File: config.mk
export PLATFORM = sky130hd
export DESIGN_NAME = line_fill_unit
export DESIGN_NICKNAME = d
export VERILOG_FILES = /design/src/rtl/line_fill_pkg.sv /design/src/rtl/line_fill_unit.sv
export SDC_FILE = /design/constraint.sdc
export NUM_CORES = 1
export LEC_CHECK = 0
export BUFFER_PORTS_ARGS = -buffer_cell sky130_fd_sc_hd__buf_2
export CAP_MARGIN = 20
export CELL_PAD_IN_SITES_DETAIL_PLACEMENT = 0
export CELL_PAD_IN_SITES_GLOBAL_PLACEMENT = 1
export CORE_AREA = 2 2 240 242
export DETAILED_ROUTE_END_ITERATION = 12
export DIE_AREA = 0 0 242 244
export PLACE_DENSITY = 0.73
export SLEW_MARGIN = 25
export SYNTH_ARGS = -nofsm -noshare
export SYNTH_HDL_FRONTEND = slang
export SYNTH_SLANG_ARGS = --single-unit
File: constraint.sdc
create_clock -name clk -period 2.85 [get_ports clk]
set_clock_uncertainty 0.05 [all_clocks]
set_input_delay 0.4275 -clock clk [delete_from_list [all_inputs] [get_ports clk]]
set_output_delay 0.4275 -clock clk [all_outputs]
set_load 0.005 [all_outputs]
File: src/rtl/line_fill_pkg.sv
// rtl/line_fill_pkg.sv - shared states and line geometry for the line fill unit
package line_fill_pkg;

  typedef enum logic [2:0] {
    IDLE      = 3'd0,
    WB        = 3'd1,
    FILL      = 3'd2,
    FILL_LAST = 3'd3,
    DONE      = 3'd4
  } state_t;

  localparam int LINE_WORDS    = 8;
  localparam int LINE_BITS     = 256;
  localparam int WORD_OFF_BITS = 3;
  localparam int LINE_OFF_BITS = 5;

endpackage

File: src/rtl/line_fill_unit.sv
// rtl/line_fill_unit.sv - victim write-back and line refill engine between cache and word BRAM
module line_fill_unit
  import line_fill_pkg::*;
#(
  parameter int ADDR_WIDTH = 14
) (
  input  logic                              clk,
  input  logic                              rst_n,
  input  logic                              req_valid,
  output logic                              req_ready,
  input  logic                              req_fill,
  input  logic                              req_wb,
  input  logic [ADDR_WIDTH-LINE_OFF_BITS-1:0] req_fill_line,
  input  logic [ADDR_WIDTH-LINE_OFF_BITS-1:0] req_wb_line,
  input  logic [LINE_BITS-1:0]              req_wb_data,
  output logic [LINE_BITS-1:0]              fill_data,
  output logic                              done,
  output logic [ADDR_WIDTH-3:0]             mem_addr,
  output logic                              mem_re,
  output logic                              mem_we,
  output logic [31:0]                       mem_wdata,
  input  logic [31:0]                       mem_rdata
);

  localparam int LINE_AW = ADDR_WIDTH - LINE_OFF_BITS;
  localparam logic [WORD_OFF_BITS-1:0] LAST_WORD = WORD_OFF_BITS'(LINE_WORDS - 1);

  state_t                     state;
  state_t                     state_nxt;
  logic [WORD_OFF_BITS-1:0]   word_cnt;
  logic [WORD_OFF_BITS-1:0]   cap_idx;
  logic                       rd_pending;
  logic                       fill_l;
  logic                       wb_l;
  logic [LINE_AW-1:0]         fill_line_l;
  logic [LINE_AW-1:0]         wb_line_l;
  logic [LINE_BITS-1:0]       wb_data_l;
  logic                       accept;

  assign accept = req_ready && req_valid;

  always_ff @(posedge clk or negedge rst_n) begin
    if (!rst_n) begin
      state <= IDLE;
    end else begin
      state <= state_nxt;
    end
  end

  always_comb begin
    state_nxt = state;
    req_ready = 1'b0;
    done      = 1'b0;
    mem_re    = 1'b0;
    mem_we    = 1'b0;
    mem_addr  = '0;
    mem_wdata = '0;
    case (state)
      IDLE: begin
        req_ready = 1'b1;
        if (req_valid) begin
          if (req_wb)        state_nxt = WB;
          else if (req_fill) state_nxt = FILL;
          else               state_nxt = DONE;
        end
      end
      WB: begin
        mem_we    = 1'b1;
        mem_addr  = {wb_line_l, word_cnt};
        mem_wdata = wb_data_l[{word_cnt, 5'b0} +: 32];
        if (word_cnt == LAST_WORD) state_nxt = fill_l ? FILL : DONE;
      end
      FILL: begin
        mem_re   = 1'b1;
        mem_addr = {fill_line_l, word_cnt};
        if (word_cnt == LAST_WORD) state_nxt = FILL_LAST;
      end
      FILL_LAST: state_nxt = DONE;
      DONE: begin
        done      = 1'b1;
        state_nxt = IDLE;
      end
      default: state_nxt = IDLE;
    endcase
  end

  // BRAM data lags the read by one cycle, so the word index travels with rd_pending.
  always_ff @(posedge clk or negedge rst_n) begin
    if (!rst_n) begin
      word_cnt    <= '0;
      cap_idx     <= '0;
      rd_pending  <= 1'b0;
      fill_l      <= 1'b0;
      wb_l        <= 1'b0;
      fill_line_l <= '0;
      wb_line_l   <= '0;
      wb_data_l   <= '0;
      fill_data   <= '0;
    end else begin
      if (accept) begin
        fill_l      <= req_fill;
        wb_l        <= req_wb;
        fill_line_l <= req_fill_line;
        wb_line_l   <= req_wb_line;
        wb_data_l   <= req_wb_data;
      end
      if (state == WB || state == FILL) begin
        word_cnt <= word_cnt + 1'b1;
      end
      rd_pending <= (state == FILL);
      cap_idx    <= word_cnt;
      if (rd_pending) begin
        fill_data[{cap_idx, 5'b0} +: 32] <= mem_rdata;
      end
    end
  end

endmodule

# --- After elaboration in Yosys (flattened, before gate mapping) ---
# Cells that the tools add are included.
word_totals:
  latchBits: 0
  romBits: 0
  ram_bits: 0
  wordCells: 40
  reg_bits: 541
  mem_count: 0
  in_bits: 311
classes:
  n_mul: 0
  n_lt_le_gt_ge: 0
  n_bitwise: 0
  reduce_logical: 4
  n_shift: 3
  eq_ne: 8
  addsub: 2
  n_div: 0
  mux: 14
op_table:
  columns: ["op", "count"]
  rows:
  - ["256-bit bitwise mux", 1]
  - ["32-bit by 10-bit variable shift with 256-bit output, first input constant", 1]
  - ["256-bit by 9-bit indexed part select with 32-bit output", 1]
  - ["32-bit by 10-bit indexed part select with 256-bit output", 1]
  - ["32-bit two-way mux", 1]
  - ["12-bit case mux with 2 select lines", 1]
  - ["3-bit two-way mux", 6]
  - ["3-bit case mux with 4 select lines", 1]
  - ["8-bit negation with 10-bit output", 1]
  - ["3-bit by 2-bit == test with 1-bit output, second input constant", 2]
  - ["3-bit == test, second input constant", 2]
  - ["2-bit inequality test, second input constant", 3]
  - ["1-bit two-way mux", 4]
  - ["3-bit by 1-bit adder with 3-bit output, second input constant", 1]
  - ["3-bit by 1-bit == test with 1-bit output, second input constant", 1]
  - ["3-bit logical NOT", 1]
  - ["3-bit AND reduction", 1]
  - ["1-bit logical AND", 1]
  - ["1-bit logical OR", 1]

# --- Longest topological paths before layout ---
# Gate-level depths: netlist (run 1).
depth:
  ltp_word: 4
  depth_mapped: 10
  depth_no_buf: 6

# --- Worst setup path before layout (run 1) ---
# OpenSTA, ideal clock, no wires.
synth_timing:
  path_type: "register to register"
  start: "register cap_idx[0]"
  end: "register fill_data[190]"
  path_stages_with_launch: 11
  t_arrival_ns: 2.167
  slack_ns: 0.508
  setup_time_ns: 0.125
  path_cell_list: "dfrtp_1 -> buf_4 -> inv_1 -> ha_1 -> ha_1 -> nand2b_1 -> clkbuf_1 -> or2_2 -> clkbuf_1 -> buf_2 -> mux2_2"
synth_between:
  elab_chain_len: 3
  word_cells_on_any_way: 4
  cone_classes: "add/sub (1); shift (2); mux (1)"
synth_lines:
  columns: ["item", "line", "source"]
  rows:
  - ["start, declared", "line_fill_unit.sv:31", "logic [WORD_OFF_BITS-1:0] cap_idx;"]
  - ["start signal, assigned", "line_fill_unit.sv:111", "cap_idx <= word_cnt;"]
  - ["8-bit negation with 10-bit output *", "line_fill_unit.sv:113", "fill_data[{cap_idx, 5'b0} +: 32] <= mem_rdata;"]
  - ["32-bit by 10-bit indexed part select with 256-bit output or 32-bit by 10-bit variable shift with 256-bit output (tied branches)", "line_fill_unit.sv:113", null]
  - ["256-bit bitwise mux *", "line_fill_unit.sv:113", null]
  - ["end signal, assigned by index", "line_fill_unit.sv:113", null]
  - ["end, declared", "line_fill_unit.sv:16", "output logic [LINE_BITS-1:0] fill_data,"]
# Mark *: on every way between the ends. The rest lies on a longest branch, timed or not.
# A chain may end at the register's enable or synchronous reset.

# --- Worst setup path after layout (run 1) ---
layout_timing:
  start: "register word_cnt[0]"
  end: "output port mem_wdata[6]"
layout_between:
  elab_chain_len: 2
layout_lines:
  columns: ["item", "line", "source"]
  rows:
  - ["start, declared", "line_fill_unit.sv:30", "logic [WORD_OFF_BITS-1:0] word_cnt;"]
  - ["start signal, assigned", "line_fill_unit.sv:108", "word_cnt <= word_cnt + 1'b1;"]
  - ["256-bit by 9-bit indexed part select with 32-bit output", "line_fill_unit.sv:70", "mem_wdata = wb_data_l[{word_cnt, 5'b0} +: 32];"]
  - ["32-bit two-way mux", "line_fill_unit.sv:58", "case (state)"]
  - ["end, declared", "line_fill_unit.sv:21", "output logic [31:0] mem_wdata,"]
# Every way passes these cells.

==> results of run 1 <==
[worst min path at each step]
stage	from	slack [ps]	endpoint	cells past startpoint
final	req_wb_data[239]	50	wb_data_l[239]	2
after global placement	rst_n	400	fill_data[143]	1
after CTS	req_wb_data[82]	0.1	wb_data_l[82]	2
after detailed placement	rst_n	400	fill_data[207]	1
after floorplan	rst_n	80	cap_idx[0]	0
after global routing	req_wb_data[239]	20	wb_data_l[239]	2
[through the flow]
stage	instance area, um^2	setup TNS [ps]
5_1_grt	31600	-236.6
6_report	31610	0
3_3_place_gp	26740	0
3_5_place_dp	26740	0
4_1_cts	31560	-5.630
2_1_floorplan	22600	0
[flip-flops by register name (all words and copies together) (netlist names)]
name         count
fill_data      256
wb_data_l      256
fill_line_l      9
wb_line_l        9
cap_idx          3
state            3
word_cnt         3
fill_l           1
rd_pending       1
[logic make-up after synthesis]
kind of cell    count (synthesis)  synth area share
simple gates                  104           0.02336
mux                           504            0.2835
buf+inv                       117           0.02834
fa+ha+maj                       5          0.002768
compound gates                234           0.06233
flops                         541            0.5989
xor+xnor                        2         0.0007751
[cell type report]
cell class                      instances  area (um^2)  area share
Inverter                                4        15.01   0.0004750
Timing Repair Buffer                  958         6634      0.2099
Sequential cell                       541        13550      0.4285
Clock buffer                           89         1779     0.05628
Antenna cell                           12        30.03   0.0009499
Multi-Input combinational cell        849         8442      0.2670
Clock inverter                         17        219.0    0.006927
Tap cell                              756        945.9     0.02992
[what timing repair did]
action | 4_1_cts | 5_1_grt
resized for setup | 2 | 1
pin swaps | 0 | 7
hold endpoints to repair | 324 | 1
endpoints found under the setup margin | 32 | 14
hold buffers | 275 | 1
buffers inserted | 5 | 0
[power breakdown]
| part | switching, W | internal (W) | leakage [nW] | total [W] |
|---|---|---|---|---|
| Combinational | 0.00642 | 0.00770 | 6.73 | 0.0141 |
| Clock | 0.00321 | 0.00458 | 0.977 | 0.00779 |
| Sequential | 0.00229 | 0.0115 | 6.20 | 0.0137 |
| Total | 0.0119 | 0.0237 | 13.9 | 0.0357 |
[cells in the final DEF (no fill, tap or decap), types with 3 or more instances in the layout]
cell type      Yosys  final
buf_4             25     47
mux4_2            64     64
nand4_1            3      3
nand3_1           12     12
buf_2             32    613
nand2b_1          16     15
bufinv_16          0      3
nand2_1           43     43
o21ai_0          154    154
clkbuf_16          0     59
and2_1             7      6
nor2b_1            5      4
inv_1              4      4
mux2_4             3      3
o31ai_1           32     32
clkinv_2           0      6
nor2_1             5      5
mux2_2           437    437
diode_2            0     12
dlygate4sd3_1      0    276
clkbuf_8           0     19
ha_1               5      5
clkinvlp_4         0      3
buf_12             0     19
a22o_1            41     41
dfrtp_1          541    538
clkbuf_1          45     11
a21oi_1            4      4
[metal layers]
layer / track usage / up-vias / routed length (um)
met5: 0 / - / 34
met4: 0.08951 / 6 / 2470
met3: 0.06596 / 158 / 5240
met2: 0.4170 / 679 / 36770
met1: 0.3156 / 8722 / 30460
li1: - / 7343 / -
==> flow_summary.ini, run 1 <==
[layout]
drive_above_1_share = 0.5256
synthToLayoutAreaGrowth_pct = 39.86
stdcell_count = 3226
n_fill_cell = 4567
final_util = 0.5628
final_nets = 2728

[cts]
htree_num_levels = 2
cts_inserted_buffers = 58
clkTransAtPathRegs_ps = 60
clockBufferDepth = 3
clockRootBuffer = clkbuf_16
cts_sinks = 541
cts_tree = done
clkLatencyLatePin_ps = 630

[global_route]
grt_pass1_wl_um = 113000
grt_pass1_vias = 18038
antenna_found_initial = 11
gr-total-overflow = 0
grt_util_all_layers = 0.2502
grt_max_degree = 67

[setup_path]
worstPathMaxFanout = 16
crit_path_cell_trace = buf_12 -> buf_16 -> mux4_2 -> a22o_1 -> buf_2
cp-end-kind = output pin
path_delay_family = multiplexers
r2r-end = fill_data[255]
cp.required_ps = 2370
cp_data_arrival_time_ps = 2320
ff2ff_setup_slack_ps = 470
slowest_stage = mux4_2
r2r_cells = 8
cp-startpoint = word_cnt[0]
crit_type = flop to output pin
rr_startpoint = cap_idx[0]
critPathLaunchType = flop
slowest_delay_ps = 530
crit_buf_inv = 3
crit_end = mem_wdata[6]
worst-path-stages = 5

[synthesis]
synth_cell_types = 35
yosys-top-cells-count = dfrtp_1, mux2_2, o21ai_0
synth_ff_type = dfrtp_1
syn_inst = 1507
synth_edf_count = 0
synth_top_area_share = 0.5989
synth_most_common_cell = dfrtp_1
synth.net_count = 1823
ys_warn_count = 0
async_reset_ff_frac = 1.000
syn_area_um2 = 22600
yosysTopAreaCell = dfrtp_1
avgSynthCellArea_um2 = 15.00
seq_area_frac_synth = 0.5989
synth_area_leaders = dfrtp_1, mux2_2, mux4_2
ys_seq_elements = 541

[pwr]
power_leakage_nw = 13.90
ir_worst_vdd_mv = 0.7081
cellPowerDensity_nw_per_um2 = 1128
p_total_w = 0.03566

[placed_design]
hpwlAfterDp_um = 53040
gp_congestion = 0.8548
place_inst = 2827
pre_cts_ws_ps = 417.2
port_buffers = 614

[floorplanning]
die_h_um = 244
core_region_area_um2 = 56170
rows = 87
start_util = 0.4024
die_w_um = 242
ios = 615
die-area_um2 = 59050

[status]
status = completed

[sta]
layout_setup_ws_ps = 52.04
drv_slew = 0
max_slew_margin = 0.4586
max_freq_mhz = 357.4
hold_viol_final = 0
whs_ps = 53.42
worstMarginPinSlew_ps = 812.1
finalCriticalPeriod_ps = 2798
fin_crit_sh = 0.9817
setup_viol = 0
grt_setup_unrepaired = yes

[job]
maxCapViolCount = 0

[routing]
drt-initial-drc-count = 1175
wl_per_cell_um = 23.24
via_count = 16908
routed_wl_um = 74980
drc_errors = 0
vias_per_cell = 5.241
ant_nets = 0
firstDrtPassIters = 5

[worst_hold_path]
hold_class = input port to flop
Power figures use the tool's default switching activity.
==> inputs of run 2 (changes only) <==
--- a/config.mk
+++ b/config.mk
@@ -10,8 +10,8 @@
 export CELL_PAD_IN_SITES_DETAIL_PLACEMENT = 0
 export CELL_PAD_IN_SITES_GLOBAL_PLACEMENT = 1
-export CORE_AREA = 2 2 240 242
+export CORE_AREA = 2 2 239 241
 export DETAILED_ROUTE_END_ITERATION = 12
-export DIE_AREA = 0 0 242 244
-export PLACE_DENSITY = 0.73
+export DIE_AREA = 0 0 241 243
+export PLACE_DENSITY = 0.74
 export SLEW_MARGIN = 25
 export SYNTH_ARGS = -nofsm -noshare
==> constraint.sdc (replaced) <==
create_clock -name clk -period 3.36 [get_ports clk]
set_clock_uncertainty 0.05 [all_clocks]
set_input_delay 0.168 -clock clk [delete_from_list [all_inputs] [get_ports clk]]
set_output_delay 0.168 -clock clk [all_outputs]
set_load 0.005 [all_outputs]
==> flow_summary.ini, run 2 (synthesized netlist as in run 1, its figures left out) <==
[status]
status = completed

[setup_path]
cp-startpoint = word_cnt[0]
crit_end = mem_wdata[10]
cp-end-kind = output pin
cp.required_ps = 3140
ff2ff_setup_slack_ps = 780
cp_data_arrival_time_ps = 2740
crit_buf_inv = 2
critPathLaunchType = flop
crit_path_cell_trace = buf_12 -> mux4_2 -> a22o_1 -> buf_2
path_delay_family = flip-flops
r2r_cells = 5
rr_startpoint = cap_idx[1]
slowest_delay_ps = 840
slowest_stage = dfrtp_4
worst-path-stages = 4
crit_type = flop to output pin
worstPathMaxFanout = 26
r2r-end = fill_data[54]

[cts]
htree_num_levels = 2
clkLatencyLatePin_ps = 600
cts_tree = done
cts_sinks = 541
cts_resized = 0
cts_inserted_buffers = 57
clockBufferDepth = 3
clkTransAtPathRegs_ps = 60
clockRootBuffer = clkbuf_16

[placed_design]
pre_cts_ws_ps = 765.1
hpwlAfterDp_um = 52150
place_inst = 2808
port_buffers = 614
gp_congestion = 0.8383

[routing]
drc_errors = 0
routed_wl_um = 75320
wl_met1_um = 29050
wl_per_cell_um = 23.28
dr_wl_met2_um = 36730
via_count = 16966
ant_nets = 0
drt-initial-drc-count = 891
vias_per_cell = 5.245
wl_met3_um = 6041
firstDrtPassIters = 5
dr.max_layer_used = met5

[floorplanning]
die_h_um = 243
die-area_um2 = 58560
rows = 87
die_w_um = 241
start_util = 0.4040
core_region_area_um2 = 55950
ios = 615

[global_route]
gr-total-overflow = 0
grt_util_all_layers = 0.2532
grt_pass1_vias = 18044
grt_pass1_wl_um = 112200
antenna_found_initial = 15
grt_max_degree = 97

[sta]
fin_crit_sh = 0.8806
grt_setup_unrepaired = no
worstMarginPinSlew_ps = 1018
finalCriticalPeriod_ps = 2959
hold_viol_final = 0
max_freq_mhz = 338.0
max_slew_margin = 0.3177
setup_viol = 0
drv_slew = 0
layout_setup_ws_ps = 401.2
final.setup.tns_ps = 0

[pwr]
ir_worst_vdd_mv = 0.6066
cellPowerDensity_nw_per_um2 = 947.5
power_leakage_nw = 13.87

[layout]
drive_above_1_share = 0.5122
synthToLayoutAreaGrowth_pct = 39.82
layout_common_cells = buf_2, dfrtp_1, mux2_2
n_fill_cell = 4555
reg_top3 = fill_data x256, wb_data_l x256
final_common_cell = buf_2
final_util = 0.5648
final_nets = 2738
stdcell_count = 3235

[job]
maxCapViolCount = 0

[worst_hold_path]
hold_class = input port to async pin
==> run 2: how the worst min path moves through the flow <==
stage | start | end | slack (ps) | cells past startpoint
floorplan | rst_n | cap_idx[0] | -180 | 0
global placement | rst_n | fill_data[54] | 130 | 1
detailed placement | rst_n | fill_data[54] | 140 | 1
CTS | rst_n | fill_data[54] | 80 | 2
global route | rst_n | wb_data_l[148] | 110 | 2
finish | rst_n | wb_data_l[148] | 80 | 2
==> run 2: power by group <==
| part | switching (W) | internal [W] | total (W) |
|---|---|---|---|
| sequential | 0.00204 | 0.00972 | 0.0118 |
| clock | 0.00263 | 0.00383 | 0.00646 |
| combinational | 0.00538 | 0.00634 | 0.0117 |
==> run 2: per-layer routing <==
metal	global-route usage	up-vias
li1	-	7369
met5	0	-
met1	0.3064	8742
met2	0.4193	664
met3	0.06971	185
met4	0.1164	6
==> run 2: per-stage QoR <==
stage | hold slack, ps | power, W | instance area [um^2]
2_1_floorplan | -177.6 | 0.01830 | 22600
3_3_place_gp | 134.6 | 0.02277 | 26530
3_5_place_dp | 136.3 | 0.02319 | 26530
4_1_cts | 82.40 | 0.03003 | 31570
5_1_grt | 109.4 | 0.03160 | 31600
6_report | 84.76 | 0.02994 | 31600
==> run 2: cell type report <==
class / count / area, um^2 / area share
flip-flops and latches: 541 / 13550 / 0.4286
multi-input cells: 849 / 8438 / 0.2670
repair buffers: 969 / 6701 / 0.2121
clock buffers: 87 / 1730 / 0.05475
well taps: 756 / 945.9 / 0.02993
clock inverters: 16 / 193.9 / 0.006137
diodes: 13 / 32.53 / 0.001029
inverters: 4 / 15.01 / 0.0004751
==> run 2: worst register-to-register path: cells and delay by family (launching register included) <==
family / cells / cell delay (ps)
multiplexers: 1 / 490
flip-flops: 1 / 360
adder cells (fa/ha/maj): 1 / 470
AND/OR/NAND/NOR: 2 / 1030
buffers and inverters: 1 / 50
==> run 2: what timing repair did <==
action                                 CTS  global route
setup buffers                            0             0
hold buffers                           311             0
endpoints found under the hold margin  663             0
setup endpoints to repair                0             0
